### config.mk
export PLATFORM = sky130hd
export DESIGN_NAME = me_search_ctrl_flat
export DESIGN_NICKNAME = d
export VERILOG_FILES = /design/src/rtl/me_search_ctrl_if.sv /design/src/rtl/me_search_ctrl.sv /design/src/flat_wrapper.sv
export SDC_FILE = /design/constraint.sdc
export NUM_CORES = 1
export LEC_CHECK = 0
export ABC_AREA = 1
export ABC_CLOCK_PERIOD_IN_PS = 3200
export CORE_ASPECT_RATIO = 0.9
export CORE_MARGIN = 2
export CORE_UTILIZATION = 55
export CTS_CLUSTER_DIAMETER = 100
export CTS_CLUSTER_SIZE = 16
export DETAILED_ROUTE_END_ITERATION = 8
export GPL_ROUTABILITY_DRIVEN = 0
export PLACE_DENSITY = 0.86
export SETUP_SLACK_MARGIN = 0.3
export SYNTH_ARGS = -nofsm -noshare
export SYNTH_HDL_FRONTEND = slang
export SYNTH_SLANG_ARGS = --single-unit
export TNS_END_PERCENT = 20
### constraint.sdc
create_clock -name clk -period 3.2 [get_ports clk]
set_input_delay 0.64 -clock clk [delete_from_list [all_inputs] [get_ports clk]]
set_output_delay 0.64 -clock clk [all_outputs]
set_load 0.03 [all_outputs]
### src/rtl/me_search_ctrl_if.sv
// Candidate/result bus between the search controller, the reference fetch unit
// and the sad_cal datapath. The controller side is the master modport.
interface me_search_ctrl_if #(
    parameter int DWIDTH = 8,
    parameter int MVW    = 5
);
    logic                     cand_vld;
    logic signed [MVW-1:0]    cand_x;
    logic signed [MVW-1:0]    cand_y;
    logic                     ref_rdy;
    logic                     cal_en;
    logic [DWIDTH+7:0]        sad;
    logic                     sad_vld;

    modport master (
        output cand_vld, cand_x, cand_y, cal_en,
        input  ref_rdy, sad, sad_vld
    );

    modport slave (
        input  cand_vld, cand_x, cand_y, cal_en,
        output ref_rdy, sad, sad_vld
    );
endinterface

### src/rtl/me_search_ctrl.sv
// Full-search motion-estimation scheduler: walks every displacement of a +/-SR
// window in raster order, issues one cal_en beat per candidate, tracks the minimum SAD.
module me_search_ctrl #(
    parameter int DWIDTH     = 8,
    parameter int SR         = 8,
    parameter int MVW        = 5,
    parameter int PIPE_STAGE = 5
) (
    input  logic                   clk,
    input  logic                   rstn,
    input  logic                   start,
    me_search_ctrl_if.master       bus,
    output logic                   busy,
    output logic                   done,
    output logic [DWIDTH+7:0]      best_sad,
    output logic signed [MVW-1:0]  best_mvx,
    output logic signed [MVW-1:0]  best_mvy
);
    localparam int N  = (2 * SR + 1) * (2 * SR + 1);
    localparam int CW = $clog2(N + 1);
    localparam int SW = DWIDTH + 8;

    localparam logic signed [MVW-1:0] C_POS = MVW'(SR);
    localparam logic signed [MVW-1:0] C_NEG = -C_POS;
    localparam logic [CW-1:0]         C_LAST = CW'(N - 1);

    typedef enum logic [1:0] {
        S_IDLE,
        S_ISSUE,
        S_DRAIN,
        S_DONE
    } state_t;

    state_t                r_state;
    state_t                w_state_nxt;
    logic signed [MVW-1:0] r_cand_x, w_cand_x_nxt;
    logic signed [MVW-1:0] r_cand_y, w_cand_y_nxt;
    logic [CW-1:0]         r_issue_cnt, w_issue_cnt_nxt;
    logic signed [MVW-1:0] r_ret_x, w_ret_x_nxt;
    logic signed [MVW-1:0] r_ret_y, w_ret_y_nxt;
    logic [CW-1:0]         r_ret_cnt, w_ret_cnt_nxt;
    logic                  r_first, w_first_nxt;
    logic [SW-1:0]         r_best_sad, w_best_sad_nxt;
    logic signed [MVW-1:0] r_best_mvx, w_best_mvx_nxt;
    logic signed [MVW-1:0] r_best_mvy, w_best_mvy_nxt;

    logic w_cand_vld;
    logic w_cal_en;
    logic w_track;

    assign w_cand_vld = (r_state == S_ISSUE);
    assign w_cal_en   = w_cand_vld & bus.ref_rdy;
    assign w_track    = (r_state == S_ISSUE) || (r_state == S_DRAIN);

    always_ff @(posedge clk or negedge rstn) begin
        if (!rstn) begin
            r_state     <= S_IDLE;
            r_cand_x    <= '0;
            r_cand_y    <= '0;
            r_issue_cnt <= '0;
            r_ret_x     <= '0;
            r_ret_y     <= '0;
            r_ret_cnt   <= '0;
            r_first     <= 1'b0;
            r_best_sad  <= '0;
            r_best_mvx  <= '0;
            r_best_mvy  <= '0;
        end else begin
            r_state     <= w_state_nxt;
            r_cand_x    <= w_cand_x_nxt;
            r_cand_y    <= w_cand_y_nxt;
            r_issue_cnt <= w_issue_cnt_nxt;
            r_ret_x     <= w_ret_x_nxt;
            r_ret_y     <= w_ret_y_nxt;
            r_ret_cnt   <= w_ret_cnt_nxt;
            r_first     <= w_first_nxt;
            r_best_sad  <= w_best_sad_nxt;
            r_best_mvx  <= w_best_mvx_nxt;
            r_best_mvy  <= w_best_mvy_nxt;
        end
    end

    always_comb begin
        w_state_nxt     = r_state;
        w_cand_x_nxt    = r_cand_x;
        w_cand_y_nxt    = r_cand_y;
        w_issue_cnt_nxt = r_issue_cnt;
        w_ret_x_nxt     = r_ret_x;
        w_ret_y_nxt     = r_ret_y;
        w_ret_cnt_nxt   = r_ret_cnt;
        w_first_nxt     = r_first;
        w_best_sad_nxt  = r_best_sad;
        w_best_mvx_nxt  = r_best_mvx;
        w_best_mvy_nxt  = r_best_mvy;

        case (r_state)
            S_IDLE: begin
                if (start) begin
                    w_cand_x_nxt    = C_NEG;
                    w_cand_y_nxt    = C_NEG;
                    w_issue_cnt_nxt = '0;
                    w_ret_x_nxt     = C_NEG;
                    w_ret_y_nxt     = C_NEG;
                    w_ret_cnt_nxt   = '0;
                    w_first_nxt     = 1'b1;
                    w_state_nxt     = S_ISSUE;
                end
            end
            S_ISSUE: begin
                // The last candidate stays on cand_x/cand_y after its beat.
                if (w_cal_en) begin
                    w_issue_cnt_nxt = r_issue_cnt + CW'(1);
                    if (r_issue_cnt == C_LAST) begin
                        w_state_nxt = S_DRAIN;
                    end else if (r_cand_x == C_POS) begin
                        w_cand_x_nxt = C_NEG;
                        w_cand_y_nxt = r_cand_y + MVW'(1);
                    end else begin
                        w_cand_x_nxt = r_cand_x + MVW'(1);
                    end
                end
            end
            S_DRAIN: begin
                w_state_nxt = S_DRAIN;
            end
            S_DONE: begin
                w_state_nxt = S_IDLE;
            end
            default: begin
                w_state_nxt = S_IDLE;
            end
        endcase

        // Results come back in issue order, so a second raster walker names them.
        if (w_track && bus.sad_vld) begin
            w_ret_cnt_nxt = r_ret_cnt + CW'(1);
            if (r_ret_x == C_POS) begin
                w_ret_x_nxt = C_NEG;
                w_ret_y_nxt = r_ret_y + MVW'(1);
            end else begin
                w_ret_x_nxt = r_ret_x + MVW'(1);
            end
            // Strict compare: a later equal SAD never displaces an earlier one.
            if (r_first || (bus.sad < r_best_sad)) begin
                w_best_sad_nxt = bus.sad;
                w_best_mvx_nxt = r_ret_x;
                w_best_mvy_nxt = r_ret_y;
            end
            w_first_nxt = 1'b0;
            if (r_ret_cnt == C_LAST) begin
                w_state_nxt = S_DONE;
            end
        end
    end

    assign bus.cand_vld = w_cand_vld;
    assign bus.cand_x   = r_cand_x;
    assign bus.cand_y   = r_cand_y;
    assign bus.cal_en   = w_cal_en;

    assign busy     = w_track;
    assign done     = (r_state == S_DONE);
    assign best_sad = r_best_sad;
    assign best_mvx = r_best_mvx;
    assign best_mvy = r_best_mvy;
endmodule

### src/flat_wrapper.sv
// flat-port wrapper written by rule: the top's interface ports become plain ports
module me_search_ctrl_flat 
#(
    parameter int DWIDTH     = 8,
    parameter int SR         = 8,
    parameter int MVW        = 5,
    parameter int PIPE_STAGE = 5
)
  (clk, rstn, start, busy, done, best_sad, best_mvx, best_mvy, bus_cand_vld, bus_cand_x, bus_cand_y, bus_cal_en, bus_ref_rdy, bus_sad, bus_sad_vld);
  me_search_ctrl_if #(.DWIDTH(DWIDTH), .MVW(MVW)) bus_i ();
  input  logic clk;
  input  logic rstn;
  input  logic start;
  output logic busy;
  output logic done;
  output logic [DWIDTH+7:0] best_sad;
  output logic signed [MVW-1:0] best_mvx;
  output logic signed [MVW-1:0] best_mvy;
  output wire logic [$bits(bus_i.cand_vld)-1:0] bus_cand_vld;
  output wire logic [$bits(bus_i.cand_x)-1:0] bus_cand_x;
  output wire logic [$bits(bus_i.cand_y)-1:0] bus_cand_y;
  output wire logic [$bits(bus_i.cal_en)-1:0] bus_cal_en;
  input wire logic [$bits(bus_i.ref_rdy)-1:0] bus_ref_rdy;
  input wire logic [$bits(bus_i.sad)-1:0] bus_sad;
  input wire logic [$bits(bus_i.sad_vld)-1:0] bus_sad_vld;
  assign bus_cand_vld = bus_i.cand_vld;
  assign bus_cand_x = bus_i.cand_x;
  assign bus_cand_y = bus_i.cand_y;
  assign bus_cal_en = bus_i.cal_en;
  assign bus_i.ref_rdy = bus_ref_rdy;
  assign bus_i.sad = bus_sad;
  assign bus_i.sad_vld = bus_sad_vld;
  me_search_ctrl #(.DWIDTH(DWIDTH), .SR(SR), .MVW(MVW), .PIPE_STAGE(PIPE_STAGE)) u_core (.clk(clk), .rstn(rstn), .start(start), .bus(bus_i), .busy(busy), .done(done), .best_sad(best_sad), .best_mvx(best_mvx), .best_mvy(best_mvy));
endmodule
==> metrics <==
first-pass detailed-route iteration total 5; CP startpoint kind register; setup tns final 0 ps; count leader, synth nand2_1; ys flop type dfrtp_1; clk slew on worst S/H paths 70 ps; Nets 558; fill count 472; total core area 6550 sq um; DR top layer met4; RSZ-0062 raised after global routing false; r2r setup slk 810 ps; Seq/Total Area, Yosys 45.3%; final std cells w/o fill 603; CP Class register to output port; CTS tree built; Final Cycle Share 84.6%; net count after synthesis 493; Hold Crit Class primary input to async pin; mux contribution to synthesized area 0%; Max Root-Sink Buffers 2; Final ANT Viol Nets 0; I/O pin total 61; Final Hold Viols 0; Mapped Cells 443; asr flop ratio synth 100%; DRC viols 0; Avg Inst Size Synth 8.36 sq um; antenna cells 0; reg2reg start u_core.r_state[0]; post-route clock skew 9.78 ps; area share of the largest cell type after synthesis 45.3%; Max FO, Critical Path 11; Die Ht 81.9 um; ratio of cells with drive above 1 in the final layout 7.60%; Overflow after GRT 0; # Max-Cap Violations 0; flop and latch count out of synthesis 67; Max transition margin 30.3%; max-slew violations 0; largest family of logic cells by synthesized area simple AND/OR/NAND/NOR gates; Layout area overhead 23.0%; pin count of the biggest net entering global routing 48; Crit. End Element output port; Yosys warning count 0; compound-gate portion of the synthesized area 8.81%; H-tree depth 3; clk_lat worst skew 350 ps; Overall Power 4.01 mW; Vias/cell 5.32; clk sinks 67; die area 7410 sq um; Post-Syn Area 3700 sq um; M1 WL 3610 um; DRT iter0 DRCs 208; Detail Placement HPWL 5780 um; Die X 90.5 um; routed wl met2 3980 um; via count 3207; post-synth top area cell dfrtp_1; Netlist cell types 35; DRT Wirelength 8100 um; XOR/XNOR Fraction of Synth Area 1.42%; Post-Synth Adder-Cell Area 9.79%; reg2reg end u_core.r_ret_cnt[7]; Min Clock Period, post-route 2710 ps; wire per inst 13.4 um; Reg2Reg Depth 9; TritonCTS Buffers 9; IO Port Bufs 60; pwr/cell area 880 nW/um^2; CTS root buf clkbuf_8; FP Rows 28; Inst Count DP 587; fmax 369 MHz; Starting Density 56.6%; synth cell count leaders nand2_1 (105), dfrtp_1 (67), inv_1 (63); VDD IR max 0.330 mV; ranking of synthesized cells by area dfrtp_1 (45%), nand2_1 (11%), ha_1 (9.8%); vias in the first global route 3013; setup violators final 0; worst slew pin tran 1050 ps; status completed; critical path arrival 2070 ps; Post-synth EDFFs 0; first-pass GRT wire length 13700 um; WP data required 2560 ps; P_leak 2.26 nW; initial antenna violation count 0; post-CTS setup buffer count 0; metal3 WL 438 um; fraction of the mapped netlist area in simple logic gates 25.9%; GRT Util Overall 23.2%
## layer usage
layer	track usage [%]	vias to the layer above
li1	-	1574
met1	29.1	1540
met2	39.6	87
met3	5.96	6
met4	8.00	0
met5	0	-
## state kept, by name, summed over array words and instances, names as in the netlist
signal / cells
u_core.best_sad: 16
u_core.r_issue_cnt: 9
u_core.r_ret_cnt: 9
u_core.best_mvx: 5
u_core.best_mvy: 5
u_core.bus.cand_x: 5
u_core.bus.cand_y: 5
u_core.r_ret_x: 5
u_core.r_ret_y: 5
u_core.r_state: 2
u_core.r_first: 1
## cell usage in the layout (no fill, tap or decap), types with 6 or more instances in the layout
| master | n |
|---|---|
| o21ai_0 | 25 |
| nand3_1 | 47 |
| o22ai_1 | 6 |
| nor3_1 | 10 |
| ha_1 | 28 |
| inv_1 | 63 |
| nand2_1 | 105 |
| nor2_1 | 13 |
| nand4_1 | 10 |
| dfrtp_1 | 67 |
| clkbuf_8 | 9 |
| a21oi_1 | 21 |
| clkdlybuf4s50_1 | 59 |
## per-stage QoR
| stage | cell area (sq um) | hold slack [ps] | worst slack [ps] | utilization, % |
|---|---|---|---|---|
| after CTS | 4560 | 489 | 364 | 69.5 |
| after global placement | 4370 | 454 | 568 | 66.7 |
| after global routing | 4560 | 506 | 339 | 69.6 |
| after detailed placement | 4370 | 458 | 525 | 66.7 |
| after floorplan | 3700 | 344 | 1250 | - |
| final | 4560 | 482 | 491 | 69.6 |
## area by class of cell
| type | instances | area, sq um | share of cell area (%) |
|---|---|---|---|
| clock buffers | 11 | 131 | 2.88 |
| clock inverters | 5 | 53.8 | 1.18 |
| inverters | 69 | 262 | 5.74 |
| multi-input cells | 298 | 1700 | 37.4 |
| flip-flops and latches | 67 | 1680 | 36.8 |
| well taps | 90 | 113 | 2.47 |
| repair buffers | 63 | 618 | 13.6 |
## timing repair
| action | 4_1_cts | 5_1_grt |
|---|---|---|
| setup endpoints to repair | 0 | 1 |
| gates resized for setup | 0 | 1 |
| hold buffers | 0 | 0 |
## power breakdown
group / total [mW] / leakage (nW) / switching, mW / internal [mW]
Combinational: 2.01 / 1.31 / 1.27 / 0.743
Clock: 0.673 / 0.0971 / 0.315 / 0.358
Sequential: 1.32 / 0.848 / 0.221 / 1.10
## how the worst max path moves through the flow
stage | startpoint | endpoint | slack [ps] | cells past startpoint
final | u_core.r_state[1] | bus_cal_en | 490 | 5
after CTS | u_core.r_state[1] | bus_cal_en | 360 | 5
after floorplan | u_core.r_state[1] | bus_cal_en | 1250 | 5
after global placement | bus_ref_rdy | bus_cal_en | 570 | 4
after detailed placement | bus_sad[15] | u_core.best_mvx[0] | 520 | 12
after global routing | u_core.r_state[1] | bus_cal_en | 340 | 5
## logic make-up after synthesis
logic type	Yosys count
flip-flops	67
XOR/XNOR	6
adder cells (fa/ha/maj)	29
buffers and inverters	78
AO/OA/AOI/OAI	61
AND/OR/NAND/NOR	202
## worst max-delay path, stage by stage, from the launching register on
cell and delay (ps):
dfrtp_1 420, inv_1 90, ha_2 320, nand2_1 100, inv_1 120, clkdlybuf4s50_1 680
Power figures use the tool's default switching activity.
